--- src/rtl/vram_arbiter_if.sv ---
// Client and RAM-side bundle for vram_arbiter: CPU, tile and sprite ports plus the single-port VRAM.
interface vram_arbiter_if #(
  parameter int ADDR_W = 13
) ();
  logic              cpu_req;
  logic              cpu_we;
  logic [ADDR_W-1:0] cpu_addr;
  logic [7:0]        cpu_din;
  logic [7:0]        cpu_dout;
  logic              cpu_ack;

  logic              tile_req;
  logic [ADDR_W-1:0] tile_addr;
  logic [7:0]        tile_dout;
  logic              tile_valid;

  logic              spr_req;
  logic [ADDR_W-1:0] spr_addr;
  logic [7:0]        spr_dout;
  logic              spr_valid;

  logic [ADDR_W-1:0] vram_addr;
  logic              vram_we;
  logic [7:0]        vram_din;
  logic [7:0]        vram_dout;

  modport slave (
    input  cpu_req, cpu_we, cpu_addr, cpu_din,
    output cpu_dout, cpu_ack,
    input  tile_req, tile_addr,
    output tile_dout, tile_valid,
    input  spr_req, spr_addr,
    output spr_dout, spr_valid,
    output vram_addr, vram_we, vram_din,
    input  vram_dout
  );

  modport master (
    output cpu_req, cpu_we, cpu_addr, cpu_din,
    input  cpu_dout, cpu_ack,
    output tile_req, tile_addr,
    input  tile_dout, tile_valid,
    output spr_req, spr_addr,
    input  spr_dout, spr_valid,
    input  vram_addr, vram_we, vram_din,
    output vram_dout
  );
endinterface

--- src/rtl/vram_arbiter.sv ---
// Slot-based VRAM arbiter sharing one single-port RAM between tile fetch, sprite fetch and CPU.
// Optional macro VRAM_CPU_BURST_EN: during vblank a pending CPU access is granted in any idle cycle.
module vram_arbiter #(
  parameter int ADDR_W = 13
) (
  input  logic       clk_sys,
  input  logic       reset,
  input  logic       ce_pix,
  input  logic       hb,
  input  logic       vb,
  input  logic [8:0] hcount,
  vram_arbiter_if.slave bus
);

  typedef enum logic [1:0] {CPU_IDLE, CPU_PEND, CPU_ISSUED, CPU_DONE} cpu_st_e;
  typedef enum logic [1:0] {OWN_NONE, OWN_TILE, OWN_CPU, OWN_SPR} own_e;

  cpu_st_e           cpu_st_q, cpu_st_d;
  own_e              s1_own_q, s1_own_d;
  own_e              s2_own_q, s2_own_d;
  logic              cpu_we_l_q, cpu_we_l_d;
  logic [ADDR_W-1:0] cpu_addr_l_q, cpu_addr_l_d;
  logic [7:0]        cpu_din_l_q, cpu_din_l_d;
  logic [ADDR_W-1:0] vram_addr_q, vram_addr_d;
  logic              vram_we_q, vram_we_d;
  logic [7:0]        vram_din_q, vram_din_d;
  logic [7:0]        cpu_dout_q, cpu_dout_d;
  logic [7:0]        tile_dout_q, tile_dout_d;
  logic [7:0]        spr_dout_q, spr_dout_d;
  logic              cpu_ack_q, cpu_ack_d;
  logic              tile_valid_q, tile_valid_d;
  logic              spr_valid_q, spr_valid_d;

  own_e slot_owner;
  own_e grant;
  logic cpu_pend;
  logic busy;
  logic decide;
  logic unused_hcount;

  assign unused_hcount = ^hcount[8:2];

  always_comb begin
    slot_owner = OWN_CPU;
    if (vb) begin
      slot_owner = OWN_CPU;
    end else if (hb) begin
      slot_owner = hcount[0] ? OWN_SPR : OWN_CPU;
    end else begin
      case (hcount[1:0])
        2'd0, 2'd1: slot_owner = OWN_TILE;
        2'd2:       slot_owner = OWN_CPU;
        default:    slot_owner = OWN_SPR;
      endcase
    end
  end

  // Any access still in the two-stage pipe blocks a new decision.
  always_comb begin
    cpu_pend = (cpu_st_q == CPU_PEND);
    busy     = (s1_own_q != OWN_NONE) || (s2_own_q != OWN_NONE);
`ifdef VRAM_CPU_BURST_EN
    decide   = !busy && (ce_pix || (vb && cpu_pend));
`else
    decide   = !busy && ce_pix;
`endif
    grant = OWN_NONE;
    if (decide) begin
      if ((slot_owner == OWN_TILE && bus.tile_req) ||
          (slot_owner == OWN_SPR  && bus.spr_req)) begin
        grant = slot_owner;
      end else if (cpu_pend) begin
        grant = OWN_CPU;
      end
    end
  end

  always_comb begin
    cpu_st_d     = cpu_st_q;
    cpu_we_l_d   = cpu_we_l_q;
    cpu_addr_l_d = cpu_addr_l_q;
    cpu_din_l_d  = cpu_din_l_q;
    vram_addr_d  = vram_addr_q;
    vram_we_d    = 1'b0;
    vram_din_d   = vram_din_q;
    cpu_dout_d   = cpu_dout_q;
    tile_dout_d  = tile_dout_q;
    spr_dout_d   = spr_dout_q;
    cpu_ack_d    = 1'b0;
    tile_valid_d = 1'b0;
    spr_valid_d  = 1'b0;
    s1_own_d     = grant;
    s2_own_d     = s1_own_q;

    case (grant)
      OWN_TILE: vram_addr_d = bus.tile_addr;
      OWN_SPR:  vram_addr_d = bus.spr_addr;
      OWN_CPU: begin
        vram_addr_d = cpu_addr_l_q;
        vram_we_d   = cpu_we_l_q;
        if (cpu_we_l_q) vram_din_d = cpu_din_l_q;
      end
      default: ;
    endcase

    // RAM data for the access granted two edges ago is on vram_dout now.
    case (s2_own_q)
      OWN_TILE: begin
        tile_dout_d  = bus.vram_dout;
        tile_valid_d = 1'b1;
      end
      OWN_SPR: begin
        spr_dout_d  = bus.vram_dout;
        spr_valid_d = 1'b1;
      end
      OWN_CPU: begin
        cpu_ack_d = 1'b1;
        if (!cpu_we_l_q) cpu_dout_d = bus.vram_dout;
      end
      default: ;
    endcase

    case (cpu_st_q)
      CPU_IDLE: begin
        if (bus.cpu_req) begin
          cpu_st_d     = CPU_PEND;
          cpu_we_l_d   = bus.cpu_we;
          cpu_addr_l_d = bus.cpu_addr;
          cpu_din_l_d  = bus.cpu_din;
        end
      end
      CPU_PEND:   if (grant == OWN_CPU) cpu_st_d = CPU_ISSUED;
      CPU_ISSUED: if (s2_own_q == OWN_CPU) cpu_st_d = CPU_DONE;
      default:    if (!bus.cpu_req) cpu_st_d = CPU_IDLE;
    endcase
  end

  always_ff @(posedge clk_sys) begin
    if (reset) begin
      cpu_st_q     <= CPU_IDLE;
      s1_own_q     <= OWN_NONE;
      s2_own_q     <= OWN_NONE;
      cpu_we_l_q   <= 1'b0;
      cpu_addr_l_q <= '0;
      cpu_din_l_q  <= '0;
      vram_addr_q  <= '0;
      vram_we_q    <= 1'b0;
      vram_din_q   <= '0;
      cpu_dout_q   <= '0;
      tile_dout_q  <= '0;
      spr_dout_q   <= '0;
      cpu_ack_q    <= 1'b0;
      tile_valid_q <= 1'b0;
      spr_valid_q  <= 1'b0;
    end else begin
      cpu_st_q     <= cpu_st_d;
      s1_own_q     <= s1_own_d;
      s2_own_q     <= s2_own_d;
      cpu_we_l_q   <= cpu_we_l_d;
      cpu_addr_l_q <= cpu_addr_l_d;
      cpu_din_l_q  <= cpu_din_l_d;
      vram_addr_q  <= vram_addr_d;
      vram_we_q    <= vram_we_d;
      vram_din_q   <= vram_din_d;
      cpu_dout_q   <= cpu_dout_d;
      tile_dout_q  <= tile_dout_d;
      spr_dout_q   <= spr_dout_d;
      cpu_ack_q    <= cpu_ack_d;
      tile_valid_q <= tile_valid_d;
      spr_valid_q  <= spr_valid_d;
    end
  end

  assign bus.vram_addr  = vram_addr_q;
  assign bus.vram_we    = vram_we_q;
  assign bus.vram_din   = vram_din_q;
  assign bus.cpu_dout   = cpu_dout_q;
  assign bus.cpu_ack    = cpu_ack_q;
  assign bus.tile_dout  = tile_dout_q;
  assign bus.tile_valid = tile_valid_q;
  assign bus.spr_dout   = spr_dout_q;
  assign bus.spr_valid  = spr_valid_q;

endmodule

--- src/flat_wrapper.sv ---
// flat-port wrapper written by rule: the top's interface ports become plain ports
module vram_arbiter_flat 
#(
  parameter int ADDR_W = 13
)
  (clk_sys, reset, ce_pix, hb, vb, hcount, bus_cpu_req, bus_cpu_we, bus_cpu_addr, bus_cpu_din, bus_cpu_dout, bus_cpu_ack, bus_tile_req, bus_tile_addr, bus_tile_dout, bus_tile_valid, bus_spr_req, bus_spr_addr, bus_spr_dout, bus_spr_valid, bus_vram_addr, bus_vram_we, bus_vram_din, bus_vram_dout);
  vram_arbiter_if #(.ADDR_W(ADDR_W)) bus_i ();
  input  logic clk_sys;
  input  logic reset;
  input  logic ce_pix;
  input  logic hb;
  input  logic vb;
  input  logic [8:0] hcount;
  input wire logic [$bits(bus_i.cpu_req)-1:0] bus_cpu_req;
  input wire logic [$bits(bus_i.cpu_we)-1:0] bus_cpu_we;
  input wire logic [$bits(bus_i.cpu_addr)-1:0] bus_cpu_addr;
  input wire logic [$bits(bus_i.cpu_din)-1:0] bus_cpu_din;
  output wire logic [$bits(bus_i.cpu_dout)-1:0] bus_cpu_dout;
  output wire logic [$bits(bus_i.cpu_ack)-1:0] bus_cpu_ack;
  input wire logic [$bits(bus_i.tile_req)-1:0] bus_tile_req;
  input wire logic [$bits(bus_i.tile_addr)-1:0] bus_tile_addr;
  output wire logic [$bits(bus_i.tile_dout)-1:0] bus_tile_dout;
  output wire logic [$bits(bus_i.tile_valid)-1:0] bus_tile_valid;
  input wire logic [$bits(bus_i.spr_req)-1:0] bus_spr_req;
  input wire logic [$bits(bus_i.spr_addr)-1:0] bus_spr_addr;
  output wire logic [$bits(bus_i.spr_dout)-1:0] bus_spr_dout;
  output wire logic [$bits(bus_i.spr_valid)-1:0] bus_spr_valid;
  output wire logic [$bits(bus_i.vram_addr)-1:0] bus_vram_addr;
  output wire logic [$bits(bus_i.vram_we)-1:0] bus_vram_we;
  output wire logic [$bits(bus_i.vram_din)-1:0] bus_vram_din;
  input wire logic [$bits(bus_i.vram_dout)-1:0] bus_vram_dout;
  assign bus_i.cpu_req = bus_cpu_req;
  assign bus_i.cpu_we = bus_cpu_we;
  assign bus_i.cpu_addr = bus_cpu_addr;
  assign bus_i.cpu_din = bus_cpu_din;
  assign bus_cpu_dout = bus_i.cpu_dout;
  assign bus_cpu_ack = bus_i.cpu_ack;
  assign bus_i.tile_req = bus_tile_req;
  assign bus_i.tile_addr = bus_tile_addr;
  assign bus_tile_dout = bus_i.tile_dout;
  assign bus_tile_valid = bus_i.tile_valid;
  assign bus_i.spr_req = bus_spr_req;
  assign bus_i.spr_addr = bus_spr_addr;
  assign bus_spr_dout = bus_i.spr_dout;
  assign bus_spr_valid = bus_i.spr_valid;
  assign bus_vram_addr = bus_i.vram_addr;
  assign bus_vram_we = bus_i.vram_we;
  assign bus_vram_din = bus_i.vram_din;
  assign bus_i.vram_dout = bus_vram_dout;
  vram_arbiter #(.ADDR_W(ADDR_W)) u_core (.clk_sys(clk_sys), .reset(reset), .ce_pix(ce_pix), .hb(hb), .vb(vb), .hcount(hcount), .bus(bus_i));
endmodule
--- config.mk ---
export PLATFORM = sky130hd
export DESIGN_NAME = vram_arbiter_flat
export DESIGN_NICKNAME = d
export VERILOG_FILES = /design/src/rtl/vram_arbiter_if.sv /design/src/rtl/vram_arbiter.sv /design/src/flat_wrapper.sv
export SDC_FILE = /design/constraint.sdc
export NUM_CORES = 1
export LEC_CHECK = 0
export CAP_MARGIN = 20
export CORE_ASPECT_RATIO = 0.9
export CORE_MARGIN = 2
export CORE_UTILIZATION = 41
export CTS_BUF_LIST = sky130_fd_sc_hd__clkbuf_8
export DETAILED_ROUTE_END_ITERATION = 6
export HOLD_SLACK_MARGIN = 0.1
export PLACE_DENSITY = 0.78
export SLEW_MARGIN = 20
export SYNTH_ARGS = -nofsm -noshare
export SYNTH_HDL_FRONTEND = slang
export SYNTH_SLANG_ARGS = --single-unit
--- constraint.sdc ---
create_clock -name clk_sys -period 1.7 [get_ports clk_sys]
set_clock_uncertainty 0.05 [all_clocks]
set_input_delay 0.425 -clock clk_sys [delete_from_list [all_inputs] [get_ports clk_sys]]
set_output_delay 0.425 -clock clk_sys [all_outputs]
set_load 0.1 [all_outputs]
==> results.rst, run 1 <==
.. list-table::
   :header-rows: 1

   * - Metric
     - Value
   * - Run status
     - finished, final reports clean
   * - Kind of start point of the critical path
     - input pin
   * - Number of enable flip-flop cells after synthesis
     - 0
   * - Die outline area
     - 8780 sq um
   * - Unrepaired setup endpoints after global routing
     - no
   * - Number of rows created at floorplan
     - 31
   * - Average cell area after synthesis
     - 8.31 sq um
   * - Met3 Usage GRT
     - 5.71%
   * - Nature of the critical path endpoint
     - flop
   * - Root buffer cell
     - sky130_fd_sc_hd__clkbuf_8
   * - Antenna violations before repair
     - 0
   * - Mean routed wirelength per cell
     - 16.2 um
   * - Global-route wire length before repair
     - 15600 um
   * - Design area
     - 5810 sq um
   * - Worst-Skew Late Latency
     - 340 ps
   * - Pin count of the biggest net entering global routing
     - 43
   * - Hold Fails Final Rpt
     - 0
   * - Power density relative to cell area
     - 1070 nW/um^2
   * - Met2 demand-to-capacity share in global routing
     - 40.9%
   * - Maximum fanout encountered on the critical timing path
     - 6
   * - Startpoint-to-endpoint class of the critical path
     - in -> reg
   * - Synth top cells by count
     - 84 x sky130_fd_sc_hd__nand2_1, 77 x sky130_fd_sc_hd__dfxtp_1, 52 x sky130_fd_sc_hd__a21oi_1
   * - Violation count after the first detailed-routing iteration
     - 174
   * - Layout cells sized above 1
     - 26.3%
   * - Floorplan die width
     - 98.5 um
   * - Dominant cell by count in the synthesized netlist
     - sky130_fd_sc_hd__nand2_1
   * - Estimated wirelength of the detail-placed design
     - 7170 um
   * - Area share of the largest cell type after synthesis
     - 46.7%
   * - Crit-path leading delay family
     - simple AND/OR/NAND/NOR gates
   * - Clock share of power
     - 22.9%
   * - Final RePlAce weighted congestion
     - 0.838
   * - CTS tree
     - done
   * - Total Routed Length
     - 10100 um
   * - Synthesized netlist cell count
     - 397
   * - DRC errors left
     - 0
   * - Clk sink count
     - 77
   * - Net switching share of the total power
     - 35.7%
   * - Initial core utilization
     - 41.7%
   * - Via count of the first global-routing pass
     - 3158
   * - Distinct cells, synth
     - 35
   * - Netlist area before placement
     - 3300 sq um
   * - Met1 capacity usage during global routing
     - 27.3%
   * - Vertical extent of the die
     - 89.1 um
   * - Sequential cell fraction of total power
     - 34.9%
   * - Area after detailed placement
     - 5350 sq um
   * - Layout net count
     - 599
   * - Cells along the critical path
     - clkbuf_2 -> or4b_4 -> buf_6 -> a21o_4 -> buf_16 -> a221oi_2
   * - Pre-Repair DR Iteration Count
     - 4
   * - Transition time at the pin with the least slew margin
     - 406 ps
   * - Max-slew headroom
     - 72.7%
   * - Prevailing post-synth register cell
     - sky130_fd_sc_hd__dfxtp_1
   * - Fillcell total
     - 553
   * - Clk pin slew, worst setup/hold paths
     - 70 ps
   * - Tightest Hold Check Type
     - in -> reg
   * - Data required time of the critical path
     - 1900 ps
   * - Global route total overflow
     - 0
   * - Core Box Area
     - 7910 sq um
   * - Post-route fraction of the period consumed by the critical path
     - 98.6%
   * - Leading cell types by total area after synthesis
     - sky130_fd_sc_hd__dfxtp_1 47%, sky130_fd_sc_hd__nand2_1 9.6%, sky130_fd_sc_hd__a21oi_1 7.9%
   * - H-Tree Depth
     - 3
   * - Warnings from Yosys
     - 0
   * - Layout Area Growth over Synthesis
     - 76.3%
   * - Combinational fraction of design power
     - 42.2%
   * - Async S/R FF share, synth
     - 0%
   * - Achievable Freq
     - 597 MHz
   * - Number of port buffers
     - 114
   * - Worst IR Drop VDD
     - 0.000751 V
   * - Cell-internal power
     - 0.00400 W
   * - Number of buffers inserted during clock tree synthesis
     - 9
   * - Max_cap viols
     - 0
   * - Arrival @ worst endpoint
     - 1870 ps
   * - Slowest cell on the critical path
     - sky130_fd_sc_hd__or4b_4
   * - ANT cells
     - 0
   * - Synthesized netlist net count
     - 473
   * - Hold buffers post-CTS
     - 0
   * - Leak Pwr
     - 2.14 nW
   * - Most Used Layer, Global Route
     - met2
   * - Final setup violation count
     - 0
   * - Post-synth top area cell
     - sky130_fd_sc_hd__dfxtp_1
   * - Footprint of the multi-input gates
     - 1870 sq um
   * - WP buf/inv
     - 3
   * - FF+latch count, synth
     - 77
   * - Register Area
     - 1550 sq um
   * - Drt via density
     - 5.16
   * - Reported net switching power
     - 0.00222 W
   * - Portion of the post-synthesis area used by sequential elements
     - 46.7%
   * - All-layer global routing usage
     - 22.6%
   * - Via count of the routed design
     - 3236
   * - CP peak stage delay
     - 550 ps
   * - Slew Viols, Final
     - 0
   * - Number of nets with antenna violations after routing
     - 0
   * - Clock Path Buffers
     - 2
   * - Final total negative setup slack
     - 0 ps
   * - Top-level I/O count
     - 122
   * - Final period demand of the worst path
     - 1680 ps
-- registers in the layout, summed over array words and instances (netlist names) --
signal,flops
u_core.bus.cpu_ack,1
u_core.bus.cpu_dout,8
u_core.bus.spr_dout,8
u_core.bus.spr_valid,1
u_core.bus.tile_dout,8
u_core.bus.tile_valid,1
u_core.bus.vram_addr,13
u_core.bus.vram_din,8
u_core.bus.vram_we,1
u_core.cpu_addr_l_q,13
u_core.cpu_din_l_q,8
u_core.cpu_st_q,2
u_core.cpu_we_l_q,1
u_core.s1_own_q,2
u_core.s2_own_q,2
-- final timing paths --
check	startpoint	to	slack, ps	cells after the start
max	vb	u_core.bus.vram_addr[8]	20	6
min	reset	u_core.cpu_din_l_q[2]	300	2
min reg2reg	u_core.cpu_addr_l_q[4]	u_core.cpu_addr_l_q[4]	410	2
max reg2reg	u_core.s1_own_q[1]	u_core.bus.vram_addr[8]	40	6
-- worst register-to-register path, stage by stage (launching register included) --
cell	delay, ps
sky130_fd_sc_hd__dfxtp_1	310
sky130_fd_sc_hd__nor3_1	210
sky130_fd_sc_hd__buf_4	180
sky130_fd_sc_hd__nand2_1	100
sky130_fd_sc_hd__buf_4	240
sky130_fd_sc_hd__o32ai_2	320
sky130_fd_sc_hd__a221oi_2	100
-- final cells by class --
type | count | share of cell area (%)
Timing Repair Buffer | 144 | 34.3
Multi-Input combinational cell | 274 | 32.2
Sequential cell | 77 | 26.6
Clock buffer | 12 | 2.84
Tap cell | 99 | 2.13
Inverter | 17 | 1.14
Clock inverter | 4 | 0.796
-- stage by stage --
stage / hold WS, ps / worst slack (ps) / power (W) / util, % / instances
after floorplan: 387 / -96.0 / 0.00351 / - / 397
after global routing: 291 / 0.127 / 0.00648 / 73.5 / 627
after CTS: 282 / -9.20 / 0.00614 / 72.8 / 627
after global placement: 395 / -629 / 0.00443 / 67.7 / 608
after detailed placement: 397 / -682 / 0.00449 / 67.7 / 608
final: 303 / 24.5 / 0.00622 / 73.5 / 627
-- per-layer routing --
| layer | wire length [um] | part of all wire, % |
|---|---|---|
| met5 | 0 | 0 |
| met4 | 136 | 1.3 |
| met3 | 507 | 5.0 |
| met2 | 5290 | 52 |
| met1 | 4210 | 41 |
-- logic make-up (layout without fill, tap and decap cells) --
logic type                 after synthesis  in the layout  share of synthesized area (%)
AOI/OAI and AO/OA                       99             99                           18.8
adders and majority gates                3              3                           1.14
buffers and inverters                   46            177                           5.58
DFF                                     77             77                           46.7
muxes                                   18             18                           5.46
and+or+nand+nor                        154            154                           22.3
-- power by group through the flow --
stage          Sequential (W)  Clock, W  Combinational [W]
2_1_floorplan         0.00264         0           0.000873
3_3_place_gp          0.00217         0            0.00226
3_5_place_dp          0.00219         0            0.00230
4_1_cts               0.00215   0.00146            0.00254
5_1_grt               0.00219   0.00152            0.00278
6_report              0.00217   0.00142            0.00263
-- placed cells by master, fill, tap and decap left out, drive strengths merged, types with 3 or more instances in the layout --
| cell | Yosys | layout |
|---|---|---|
| dlygate4sd2 | 0 | 3 |
| clkdlybuf4s50 | 0 | 57 |
| clkbuf | 22 | 15 |
| mux2i | 18 | 18 |
| nor2 | 12 | 12 |
| o32ai | 13 | 13 |
| nand2 | 84 | 84 |
| nand3 | 9 | 9 |
| inv | 17 | 18 |
| buf | 7 | 81 |
| nand2b | 22 | 22 |
| a221oi | 13 | 13 |
| a21oi | 53 | 53 |
| ha | 3 | 3 |
| nor3 | 3 | 3 |
| o21ai | 13 | 13 |
| nor2b | 5 | 5 |
| and3 | 14 | 14 |
| dfxtp | 77 | 77 |
-- what timing repair did --
action                     4_1_cts  5_1_grt
setup endpoints to repair       24       16
gates cloned                     2        0
pin swaps                       10        5
buffers inserted                 1        0
gates resized for setup         38       17
Note: power is estimated with default switching activity, not from simulation.
==> run 2: changes to the inputs <==
Settings changed: CORE_ASPECT_RATIO 0.9 to not set.
==> results.rst, run 2 (synthesis gave the netlist of run 1 again) <==
.. list-table::
   :header-rows: 1

   * - Metric
     - Value
   * - Layout Area Growth over Synthesis
     - 77.2%
   * - Nature of the critical path endpoint
     - flop
   * - Clk pin slew, worst setup/hold paths
     - 90 ps (+20 ps)
   * - Data required time of the critical path
     - 1870 ps (-30 ps)
   * - Area after detailed placement
     - 5280 sq um (-1.3%)
   * - Hold Fails Final Rpt
     - 0 (unchanged)
   * - Kind of start point of the critical path
     - input pin
   * - Most frequent standard cell in the layout excluding fill and tap cells
     - sky130_fd_sc_hd__nand2_1
   * - Number of standard cells in the final layout excluding fillers
     - 634 (+1.1%)
   * - Run status
     - finished with violations
   * - Transition time at the pin with the least slew margin
     - 459 ps (+53.3 ps)
   * - CP peak stage delay
     - 560 ps (about the same)
   * - All-layer global routing usage
     - 25.1% (+2.5 points)
   * - Final RePlAce weighted congestion
     - 0.811 (-3.3%)
   * - Final Worst Setup Slack
     - -100 ps (-125 ps)
   * - Tightest Hold Check Type
     - reg -> reg
   * - Total power
     - 0.00655 W (+5.3%)
   * - Vertical extent of the die
     - 93.7 um (+5.2%)
   * - Layout cells sized above 1
     - 27.4% (+1.1 points)
   * - Number of nets with antenna violations after routing
     - 0 (unchanged)
   * - Clock Path Buffers
     - 2 (unchanged)
   * - Design area
     - 5840 sq um (+0.54%)
   * - Slowest cell on the critical path
     - sky130_fd_sc_hd__or4b_4
   * - Max-slew headroom
     - 69.1% (-3.6 points)
   * - Pin count of the biggest net entering global routing
     - 59 (+37%)
   * - Number of rows created at floorplan
     - 32 (+3.2%)
   * - Final setup violation count
     - 2 (+2)
   * - Max_cap viols
     - 0 (unchanged)
   * - Hold buffers post-CTS
     - 0 (unchanged)
   * - Global-route wire length before repair
     - 17100 um (+9.8%)
   * - Drt via density
     - 5.40 (+4.7%)
   * - H-Tree Depth
     - 3 (unchanged)
   * - Depth of the worst hold-timing path
     - 2 (unchanged)
   * - Unrepaired setup endpoints after global routing
     - yes
   * - Number of cells on the worst reg-to-reg path
     - 6 (unchanged)
   * - CTS tree
     - done
   * - Top-level I/O count
     - 122 (unchanged)
   * - Total Routed Length
     - 11400 um (+12%)
   * - Antenna violations before repair
     - 0 (unchanged)
   * - Root buffer cell
     - sky130_fd_sc_hd__clkbuf_8
   * - Layout net count
     - 603 (+0.67%)
   * - Floorplan die width
     - 93.7 um (-4.9%)
   * - Power density relative to cell area
     - 1120 nW/um^2 (+4.8%)
   * - Achievable Freq
     - 555 MHz (-6.9%)
   * - Worst-Skew Late Latency
     - 360 ps (+20 ps)
   * - Startpoint-to-endpoint class of the critical path
     - in -> reg
   * - Violated checks
     - setup timing
   * - Violation count after the first detailed-routing iteration
     - 197 (+13%)
   * - DP Cell Count
     - 611 (+0.49%)
   * - DRC errors left
     - 0 (unchanged)
   * - Global route total overflow
     - 0 (unchanged)
   * - Arrival @ worst endpoint
     - 1970 ps (+100 ps)
   * - ANT cells
     - 0 (unchanged)
   * - Estimated wirelength of the detail-placed design
     - 6980 um (-2.7%)
   * - Initial core utilization
     - 42.5% (+0.78 points)
   * - Core Box Area
     - 7770 sq um (-1.8%)
   * - Clk sink count
     - 77 (unchanged)
   * - Leak Pwr
     - 2.18 nW (+1.9%)
   * - Pre-Repair DR Iteration Count
     - 5 (+1)
   * - Mean routed wirelength per cell
     - 18.0 um (+11%)
   * - Final period demand of the worst path
     - 1800 ps (+125 ps)
   * - Number of buffers inserted during clock tree synthesis
     - 9 (unchanged)
   * - Via count of the first global-routing pass
     - 3349 (+6.0%)
   * - Cells along the critical path
     - clkdlybuf4s15_1 -> or4b_4 -> and3_4 -> buf_4 -> o21ai_0 -> a221oi_2
   * - Worst IR Drop VDD
     - 0.000628 V (-16%)
   * - Via count of the routed design
     - 3425 (+5.8%)
   * - Post-route fraction of the period consumed by the critical path
     - 106% (+7.3 points)
   * - Maximum fanout encountered on the critical timing path
     - 13 (+7)
   * - Die outline area
     - 8780 sq um (about the same)
   * - Commonest non-fill, non-tap cells in the layout
     - 84 x sky130_fd_sc_hd__nand2_1, 75 x sky130_fd_sc_hd__dfxtp_1, 57 x sky130_fd_sc_hd__clkdlybuf4s50_1
   * - Number of port buffers
     - 114 (unchanged)
   * - Slew Viols, Final
     - 0 (unchanged)
-- run 2: critical path: cells and delay by family --
kind / cells / cell delay, ps
and+or+nand+nor: 2 / 780
AOI/OAI and AO/OA: 2 / 350
buffers and inverters: 2 / 410
-- run 2: what timing repair did --
| item | in CTS | in global routing |
|---|---|---|
| pin swaps | 8 | 8 |
| gates resized for setup | 31 | 22 |
| cloned | 2 | 1 |
| setup buffers | 1 | 3 |
| endpoints found under the setup margin | 24 | 20 |
-- run 2: final timing paths --
kind	from	end	slack (ps)
min reg2reg	u_core.cpu_din_l_q[3]	u_core.cpu_din_l_q[3]	410
max reg2reg	u_core.s1_own_q[1]	u_core.bus.vram_addr[11]	-80
max	hb	u_core.bus.vram_addr[11]	-100
min	u_core.cpu_din_l_q[3]	u_core.cpu_din_l_q[3]	410
-- run 2: metal layers --
layer	share of wire (%)	global-route usage, %	up-vias
met5	0	0	-
met4	2.5	9.54	0
met3	7.2	4.57	20
met2	52	44.8	148
met1	38	29.8	1627
li1	-	-	1630
-- run 2: power by group --
| part | internal (W) | switching [W] | total (W) |
|---|---|---|---|
| logic | 0.00122 | 0.00150 | 0.00273 |
| registers | 0.00200 | 0.000165 | 0.00217 |
| clock network | 0.000985 | 0.000676 | 0.00166 |
| total | 0.00421 | 0.00234 | 0.00655 |
-- run 2: per-stage QoR --
step | hold WS, ps | utilization [%] | worst slack (ps) | setup TNS (ps)
after global placement | 392 | 68.0 | -696 | -15060
after detailed placement | 399 | 68.0 | -745 | -17130
final | 405 | 75.2 | -100 | -123
after global routing | 429 | 75.2 | -157 | -402
after CTS | 409 | 73.5 | 13.3 | 0
after floorplan | 387 | - | -96.0 | -768
-- run 2: area by class of cell --
cell class	count	area [sq um]
tap	102	128
sequential	77	1540
clock inverter	3	65.1
inverter	17	63.8
timing repair buffer	147	1990
fill	527	1920
multi-input combinational	275	1870
clock buffer	13	179
